**config.mk**
```make
export PLATFORM = sky130hd
export DESIGN_NAME = i2c_dut_flat
export DESIGN_NICKNAME = d
export VERILOG_FILES = /design/src/rtl/i2c_if.sv /design/src/rtl/i2c_dut.sv /design/src/flat_wrapper.sv
export SDC_FILE = /design/constraint.sdc
export NUM_CORES = 1
export LEC_CHECK = 0
export CAP_MARGIN = 20
export CORE_MARGIN = 3
export CORE_UTILIZATION = 50
export DETAILED_ROUTE_END_ITERATION = 7
export PLACE_DENSITY = 0.68
export RECOVER_POWER = 100
export SLEW_MARGIN = 20
export SYNTH_ARGS = -nofsm -noshare
export SYNTH_HDL_FRONTEND = slang
export SYNTH_SLANG_ARGS = --single-unit
```
**constraint.sdc**
```tcl
create_clock -name system_clock -period 2.55 [get_ports system_clock]
set_input_delay 0.51 -clock system_clock [delete_from_list [all_inputs] [get_ports system_clock]]
set_output_delay 0.51 -clock system_clock [all_outputs]
set_load 0.02 [all_outputs]
```
**src/rtl/i2c_if.sv**
```systemverilog
// Open-drain I2C bus between one master and one target.
// Each side can only request a pull-down; the line reads 1 when nobody pulls (tri1 pull-up).
interface i2c_if;
    logic sda_dut_low;
    logic scl_dut_low;
    logic sda_mst_low;
    logic scl_mst_low;
    logic sda;
    logic scl;

    // Wired-AND of all pull-down requests: a driver contributes either 0 or z, never 1.
    assign sda = ~(sda_dut_low | sda_mst_low);
    assign scl = ~(scl_dut_low | scl_mst_low);

    modport master (input sda, input scl, output sda_mst_low, output scl_mst_low);
    modport slave  (input sda, input scl, output sda_dut_low, output scl_dut_low);
    modport dut    (input sda, input scl, output sda_dut_low, output scl_dut_low);
endinterface

```
**src/rtl/i2c_dut.sv**
```systemverilog
// I2C target serving a byte register file: oversamples sda/scl on system_clock,
// auto-incrementing pointer, optional clock stretching after every ACK/NACK slot.
module i2c_dut #(
    parameter logic [6:0] SLAVE_ADDR     = 7'h3C,
    parameter int         NUM_REGS       = 16,
    parameter int         STRETCH_CYCLES = 0
) (
    input  logic       system_clock,
    input  logic       reset_n,
    i2c_if.dut         bus,
    output logic [2:0] dbg_state
);

    localparam int          PW          = (NUM_REGS > 1) ? $clog2(NUM_REGS) : 1;
    localparam logic [15:0] STRETCH_LEN = 16'(STRETCH_CYCLES);

    typedef enum logic [2:0] {
        IDLE      = 3'd0,
        ADDR      = 3'd1,
        PTR       = 3'd2,
        WDATA     = 3'd3,
        RDATA     = 3'd4,
        IGNORE    = 3'd5,
        WAIT_STOP = 3'd6
    } state_t;

    state_t          state;
    logic [3:0]      bit_cnt;
    logic [6:0]      shreg;
    logic [7:0]      tx_byte;
    logic [PW-1:0]   ptr;
    logic            rw;
    logic            mack;
    logic            sda_low;
    logic            scl_low;
    logic [15:0]     stretch_cnt;
    logic [7:0]      regs [NUM_REGS];

    logic [1:0] sda_sync;
    logic [1:0] scl_sync;
    logic       sda_d;
    logic       scl_d;
    logic       sda_in;
    logic       scl_in;
    logic       sda_s;
    logic       scl_s;
    logic       scl_rise;
    logic       scl_fall;
    logic       start_det;
    logic       stop_det;
    logic [7:0] rx_byte;

    // Anything other than a solid 0 counts as the pulled-up level.
    assign sda_in = (bus.sda !== 1'b0);
    assign scl_in = (bus.scl !== 1'b0);

    always_ff @(posedge system_clock or negedge reset_n) begin
        if (!reset_n) begin
            sda_sync <= 2'b11;
            scl_sync <= 2'b11;
            sda_d    <= 1'b1;
            scl_d    <= 1'b1;
        end else begin
            sda_sync <= {sda_sync[0], sda_in};
            scl_sync <= {scl_sync[0], scl_in};
            sda_d    <= sda_sync[1];
            scl_d    <= scl_sync[1];
        end
    end

    assign sda_s     = sda_sync[1];
    assign scl_s     = scl_sync[1];
    assign scl_rise  = scl_s & ~scl_d;
    assign scl_fall  = ~scl_s & scl_d;
    assign start_det = scl_s & scl_d & sda_d & ~sda_s;
    assign stop_det  = scl_s & scl_d & ~sda_d & sda_s;
    assign rx_byte   = {shreg, sda_s};

    always_ff @(posedge system_clock or negedge reset_n) begin
        if (!reset_n) begin
            state       <= IDLE;
            bit_cnt     <= 4'd0;
            shreg       <= 7'd0;
            tx_byte     <= 8'h00;
            ptr         <= '0;
            rw          <= 1'b0;
            mack        <= 1'b1;
            sda_low     <= 1'b0;
            scl_low     <= 1'b0;
            stretch_cnt <= 16'd0;
            for (int i = 0; i < NUM_REGS; i++) regs[i] <= 8'h00;
        end else begin
            if (scl_low) begin
                if (stretch_cnt == 16'd1) begin
                    scl_low     <= 1'b0;
                    stretch_cnt <= 16'd0;
                end else begin
                    stretch_cnt <= stretch_cnt - 16'd1;
                end
            end

            if (start_det) begin
                state       <= ADDR;
                bit_cnt     <= 4'd0;
                sda_low     <= 1'b0;
                scl_low     <= 1'b0;
                stretch_cnt <= 16'd0;
            end else if (stop_det) begin
                state       <= IDLE;
                bit_cnt     <= 4'd0;
                sda_low     <= 1'b0;
                scl_low     <= 1'b0;
                stretch_cnt <= 16'd0;
            end else begin
                case (state)
                    ADDR, PTR, WDATA: begin
                        if (scl_rise) begin
                            if (bit_cnt < 4'd8) begin
                                shreg   <= rx_byte[6:0];
                                bit_cnt <= bit_cnt + 4'd1;
                                // Byte completes on the 8th rise; a write commits only here.
                                if (bit_cnt == 4'd7) begin
                                    if (state == ADDR) begin
                                        if (rx_byte[7:1] != SLAVE_ADDR) state <= IGNORE;
                                        else rw <= rx_byte[0];
                                    end else if (state == PTR) begin
                                        ptr <= rx_byte[PW-1:0];
                                    end else begin
                                        regs[ptr] <= rx_byte;
                                        ptr       <= ptr + 1'b1;
                                    end
                                end
                            end else begin
                                bit_cnt <= 4'd9;
                            end
                        end else if (scl_fall) begin
                            if (bit_cnt == 4'd8) begin
                                sda_low <= 1'b1;
                            end else if (bit_cnt == 4'd9) begin
                                sda_low <= 1'b0;
                                bit_cnt <= 4'd0;
                                if (STRETCH_LEN != 16'd0) begin
                                    scl_low     <= 1'b1;
                                    stretch_cnt <= STRETCH_LEN;
                                end
                                if (state == ADDR) begin
                                    if (rw) begin
                                        state   <= RDATA;
                                        tx_byte <= regs[ptr];
                                        sda_low <= ~regs[ptr][7];
                                    end else begin
                                        state <= PTR;
                                    end
                                end else if (state == PTR) begin
                                    state <= WDATA;
                                end
                            end
                        end
                    end

                    RDATA: begin
                        if (scl_rise) begin
                            if (bit_cnt < 4'd8) begin
                                bit_cnt <= bit_cnt + 4'd1;
                            end else begin
                                mack    <= sda_s;
                                bit_cnt <= 4'd9;
                            end
                        end else if (scl_fall) begin
                            if (bit_cnt == 4'd8) begin
                                sda_low <= 1'b0;
                                ptr     <= ptr + 1'b1;
                            end else if (bit_cnt == 4'd9) begin
                                bit_cnt <= 4'd0;
                                if (STRETCH_LEN != 16'd0) begin
                                    scl_low     <= 1'b1;
                                    stretch_cnt <= STRETCH_LEN;
                                end
                                if (mack) begin
                                    state   <= WAIT_STOP;
                                    sda_low <= 1'b0;
                                end else begin
                                    tx_byte <= regs[ptr];
                                    sda_low <= ~regs[ptr][7];
                                end
                            end else if (bit_cnt != 4'd0) begin
                                sda_low <= ~tx_byte[6];
                                tx_byte <= {tx_byte[6:0], 1'b0};
                            end
                        end
                    end

                    default: ;
                endcase
            end
        end
    end

    assign bus.sda_dut_low = sda_low;
    assign bus.scl_dut_low = scl_low;
    assign dbg_state       = state;

endmodule

```
**src/flat_wrapper.sv**
```systemverilog
// flat-port wrapper written by rule: the top's interface ports become plain ports
module i2c_dut_flat 
#(
    parameter logic [6:0] SLAVE_ADDR     = 7'h3C,
    parameter int         NUM_REGS       = 16,
    parameter int         STRETCH_CYCLES = 0
)
  (system_clock, reset_n, dbg_state, bus_sda_dut_low, bus_scl_dut_low);
  i2c_if bus_i ();
  input  logic system_clock;
  input  logic reset_n;
  output logic [2:0] dbg_state;
  output wire logic [$bits(bus_i.sda_dut_low)-1:0] bus_sda_dut_low;
  output wire logic [$bits(bus_i.scl_dut_low)-1:0] bus_scl_dut_low;
  assign bus_sda_dut_low = bus_i.sda_dut_low;
  assign bus_scl_dut_low = bus_i.scl_dut_low;
  i2c_dut #(.SLAVE_ADDR(SLAVE_ADDR), .NUM_REGS(NUM_REGS), .STRETCH_CYCLES(STRETCH_CYCLES)) u_core (.system_clock(system_clock), .reset_n(reset_n), .bus(bus_i), .dbg_state(dbg_state));
endmodule
```
==> impl_metrics.tcl <==
set metrics [dict create \
    ys_seq_elements 176 \
    async_flop_share_pct 100.0 \
    r2r_slack_ns 0.12 \
    ant_nets 0 \
    htreeDepth 4 \
    r2r_cells 7 \
    viasPerCell 6.076 \
    cp.arrival_ns 2.75 \
    finalCritPeriodShare_pct 95.15 \
    overflow 0 \
    dpl_cell_area_mm2 0.009181 \
    peakVddDrop_mv 0.5981 \
    worst_pin_slew_ns 1.230 \
    slowest_stage "dfstp_2" \
    syn_to_final_growth_pct 12.77 \
    clock_sinks 176 \
    power_leakage_nw 4.770 \
    synth_most_common_cell "dfrtp_1" \
    synth.top_cell.area_share_pct 49.25 \
    finalSetupTns_ns 0 \
    vias 5705 \
    std_cell_rows 47 \
    netlist.top_cell.by_area "dfrtp_1" \
    grt_pass1_wl_um 32450 \
    rsz0062_at_grt "yes" \
    reg2reg_from "u_core.scl_d" \
    cts_tree "built" \
    root_buffer "clkbuf_16" \
    critPathMaxFanout 10 \
    finalWorstPathRequiredPeriod_ns 2.426 \
    dp_hpwl_um 13130 \
    fp.dieH_um 138.2 \
    start_util_pct 51.96 \
    drv_slew 0 \
    die_w_um 138.2 \
    place_ws_ns 0.03390 \
    outcome "completed" \
    instances_no_fill 939 \
    cts.path.max_buffers 2 \
    dieArea_mm2 0.01910 \
    dp.cells 901 \
    synthCells 682 \
    fin_area_mm2 0.009856 \
    yosys_warnings 2 \
    avgRoutedWirePerCell_um 21.01 \
    r2r-end "u_core.bit_cnt[2]" \
    powerDensity_mw_per_mm2 810.2 \
    worstPathCellList "ha_1 -> a21bo_2 -> buf_4 -> o21ai_0 -> nor3b_2 -> o31ai_1 -> a32o_1" \
    n_antenna_cell 0 \
    drive_gt1_share_pct 37.41 \
    first_iter_violations 287 \
    hold_slack_ns 0.3290 \
    syn_area_mm2 0.008740 \
    drv_cap 0 \
    pin_count 7 \
    fin_ws_ns 0.1236 \
    ys_seq_area_share_pct 50.45 \
    synth_area_leaders "dfrtp_1 (49%), mux2_2 (16%), mux4_2 (7.5%), nand2_1 (2.4%), ha_1 (2.0%)" \
    clock.fmax_mhz 412.1 \
    crit_type "reg2reg" \
    grt_max_degree 49 \
    grt_use_total_pct 21.49 \
    avgSynthCellArea_um2 12.81 \
    antenna_found_initial 0 \
    cts_buffers 17 \
    firstDrtPassIters 5 \
    hp-class "in2async" \
    synthTopCellsByCount "dfrtp_1 (172), mux2_2 (128), nand2_1 (56)" \
    syn_nets 698 \
    startpoint_type "flip-flop" \
    hold_viol 0 \
    cp-end-kind "flip-flop" \
    power.total_mw 7.985 \
    fp.coreArea_mm2 0.01682 \
    nNetsFinal 722 \
    synth_edf_count 0 \
    grt_pass1_vias 5946 \
    worstPathRequired_ns 2.88 \
    finalClockSkew_ns 0.01143 \
    portBuffers 6 \
    relSlewSlack_pct 17.97 \
    synth.distinct_cells 75 \
    drc_errors 0 \
    fin_util_pct 58.60 \
    place.gp.congestion 0.8594 \
    path_clk_slew_ns 0.07 \
    wl_um 19730 \
    setup_viol 0 \
    ys.flop_type "dfrtp_1" \
    slowest_delay_ns 0.62 \
    clk_latency_ns 0.44 \
]
registers in the layout, indices dropped and copies added (netlist names), 3 cells and up:
| register | cells |
|---|---|
| u_core.stretch_cnt | 16 |
| u_core.ptr | 4 |
| u_core.regs | 128 |
| u_core.dbg_state | 3 |
| u_core.bit_cnt | 4 |
| u_core.shreg | 7 |
| u_core.tx_byte | 7 |
worst max path at each step:
| stage | startpoint | end | slack (ns) | depth (start not counted) |
|---|---|---|---|---|
| after CTS | u_core.scl_sync[1] | u_core.regs[104] | 0.008 | 6 |
| after floorplan | u_core.scl_sync[1] | u_core.regs[0] | 0.18 | 7 |
| final | u_core.scl_d | u_core.bit_cnt[2] | 0.12 | 7 |
| after detailed placement | u_core.scl_sync[1] | u_core.regs[87] | 0.03 | 6 |
| after global placement | u_core.scl_sync[1] | u_core.regs[95] | 0.08 | 6 |
| after global routing | u_core.scl_d | u_core.bit_cnt[2] | -0.01 | 7 |
layout by cell type (no fill, tap or decap), types with 7 or more instances in the layout:
cell         n
ha_1        14
inv_1       11
nand3_1      7
a221oi_1     7
nand2_1     48
nand2_4      8
clkbuf_16   17
mux2_1       9
buf_4       33
mux2_2     128
nand2_2      8
o21ai_0     20
a21oi_1     29
dfrtp_1    171
mux4_2      29
mux2i_1      9
nor2_1      26
critical path: cells and delay by family, from the launching register on:
family | cells | cell delay [ns]
AND/OR/NAND/NOR | 1 | 0.47
AO/OA/AOI/OAI | 4 | 0.78
flip-flops | 1 | 0.62
buffers and inverters | 1 | 0.19
adder cells (fa/ha/maj) | 1 | 0.27
repair_timing:
item / CTS / global route
buffers inserted: 0 / 6
hold buffers: 0 / 0
endpoints found under the setup margin: 0 / 139
resized for setup: 0 / 15
logic make-up after synthesis:
kind of cell / Yosys count / share of synthesized area [%]
AOI/OAI and AO/OA: 102 / 8.018
xor gates and xnor gates: 5 / 0.5012
adders and majority gates: 14 / 2.004
buffers and inverters: 53 / 2.591
DFF: 176 / 50.45
muxes: 175 / 26.16
other: 1 / 0.04291
and+or+nand+nor: 156 / 10.24
report_power, final:
group	total, mW	leakage [nW]	switching (mW)	internal, mW
Sequential	3.07	2.42	0.125	2.94
Combinational	2.33	2.07	1.50	0.834
Clock	2.58	0.284	1.26	1.32
Total	7.98	4.77	2.89	5.10
final cells by class:
class                      count  area (µm²)
fill                        1332        6963
sequential                   176        4410
multi-input combinational    453        4180
clock buffer                  17       425.4
timing repair buffer          44       342.8
tap                          220       275.3
clock inverter                15       168.9
inverter                      14       52.55
metal layers:
metal / wire length [µm] / up-vias / share of wire (%) / global-route usage, %
met1: 8776 / 3010 / 44 / 28.85
met5: 0 / - / 0 / 0
met3: 715 / 27 / 3.6 / 4.523
li1: - / 2567 / - / -
met2: 9852 / 101 / 50 / 35.77
met4: 388 / 0 / 2.0 / 5.980
Note: power is estimated with default switching activity, not from simulation.
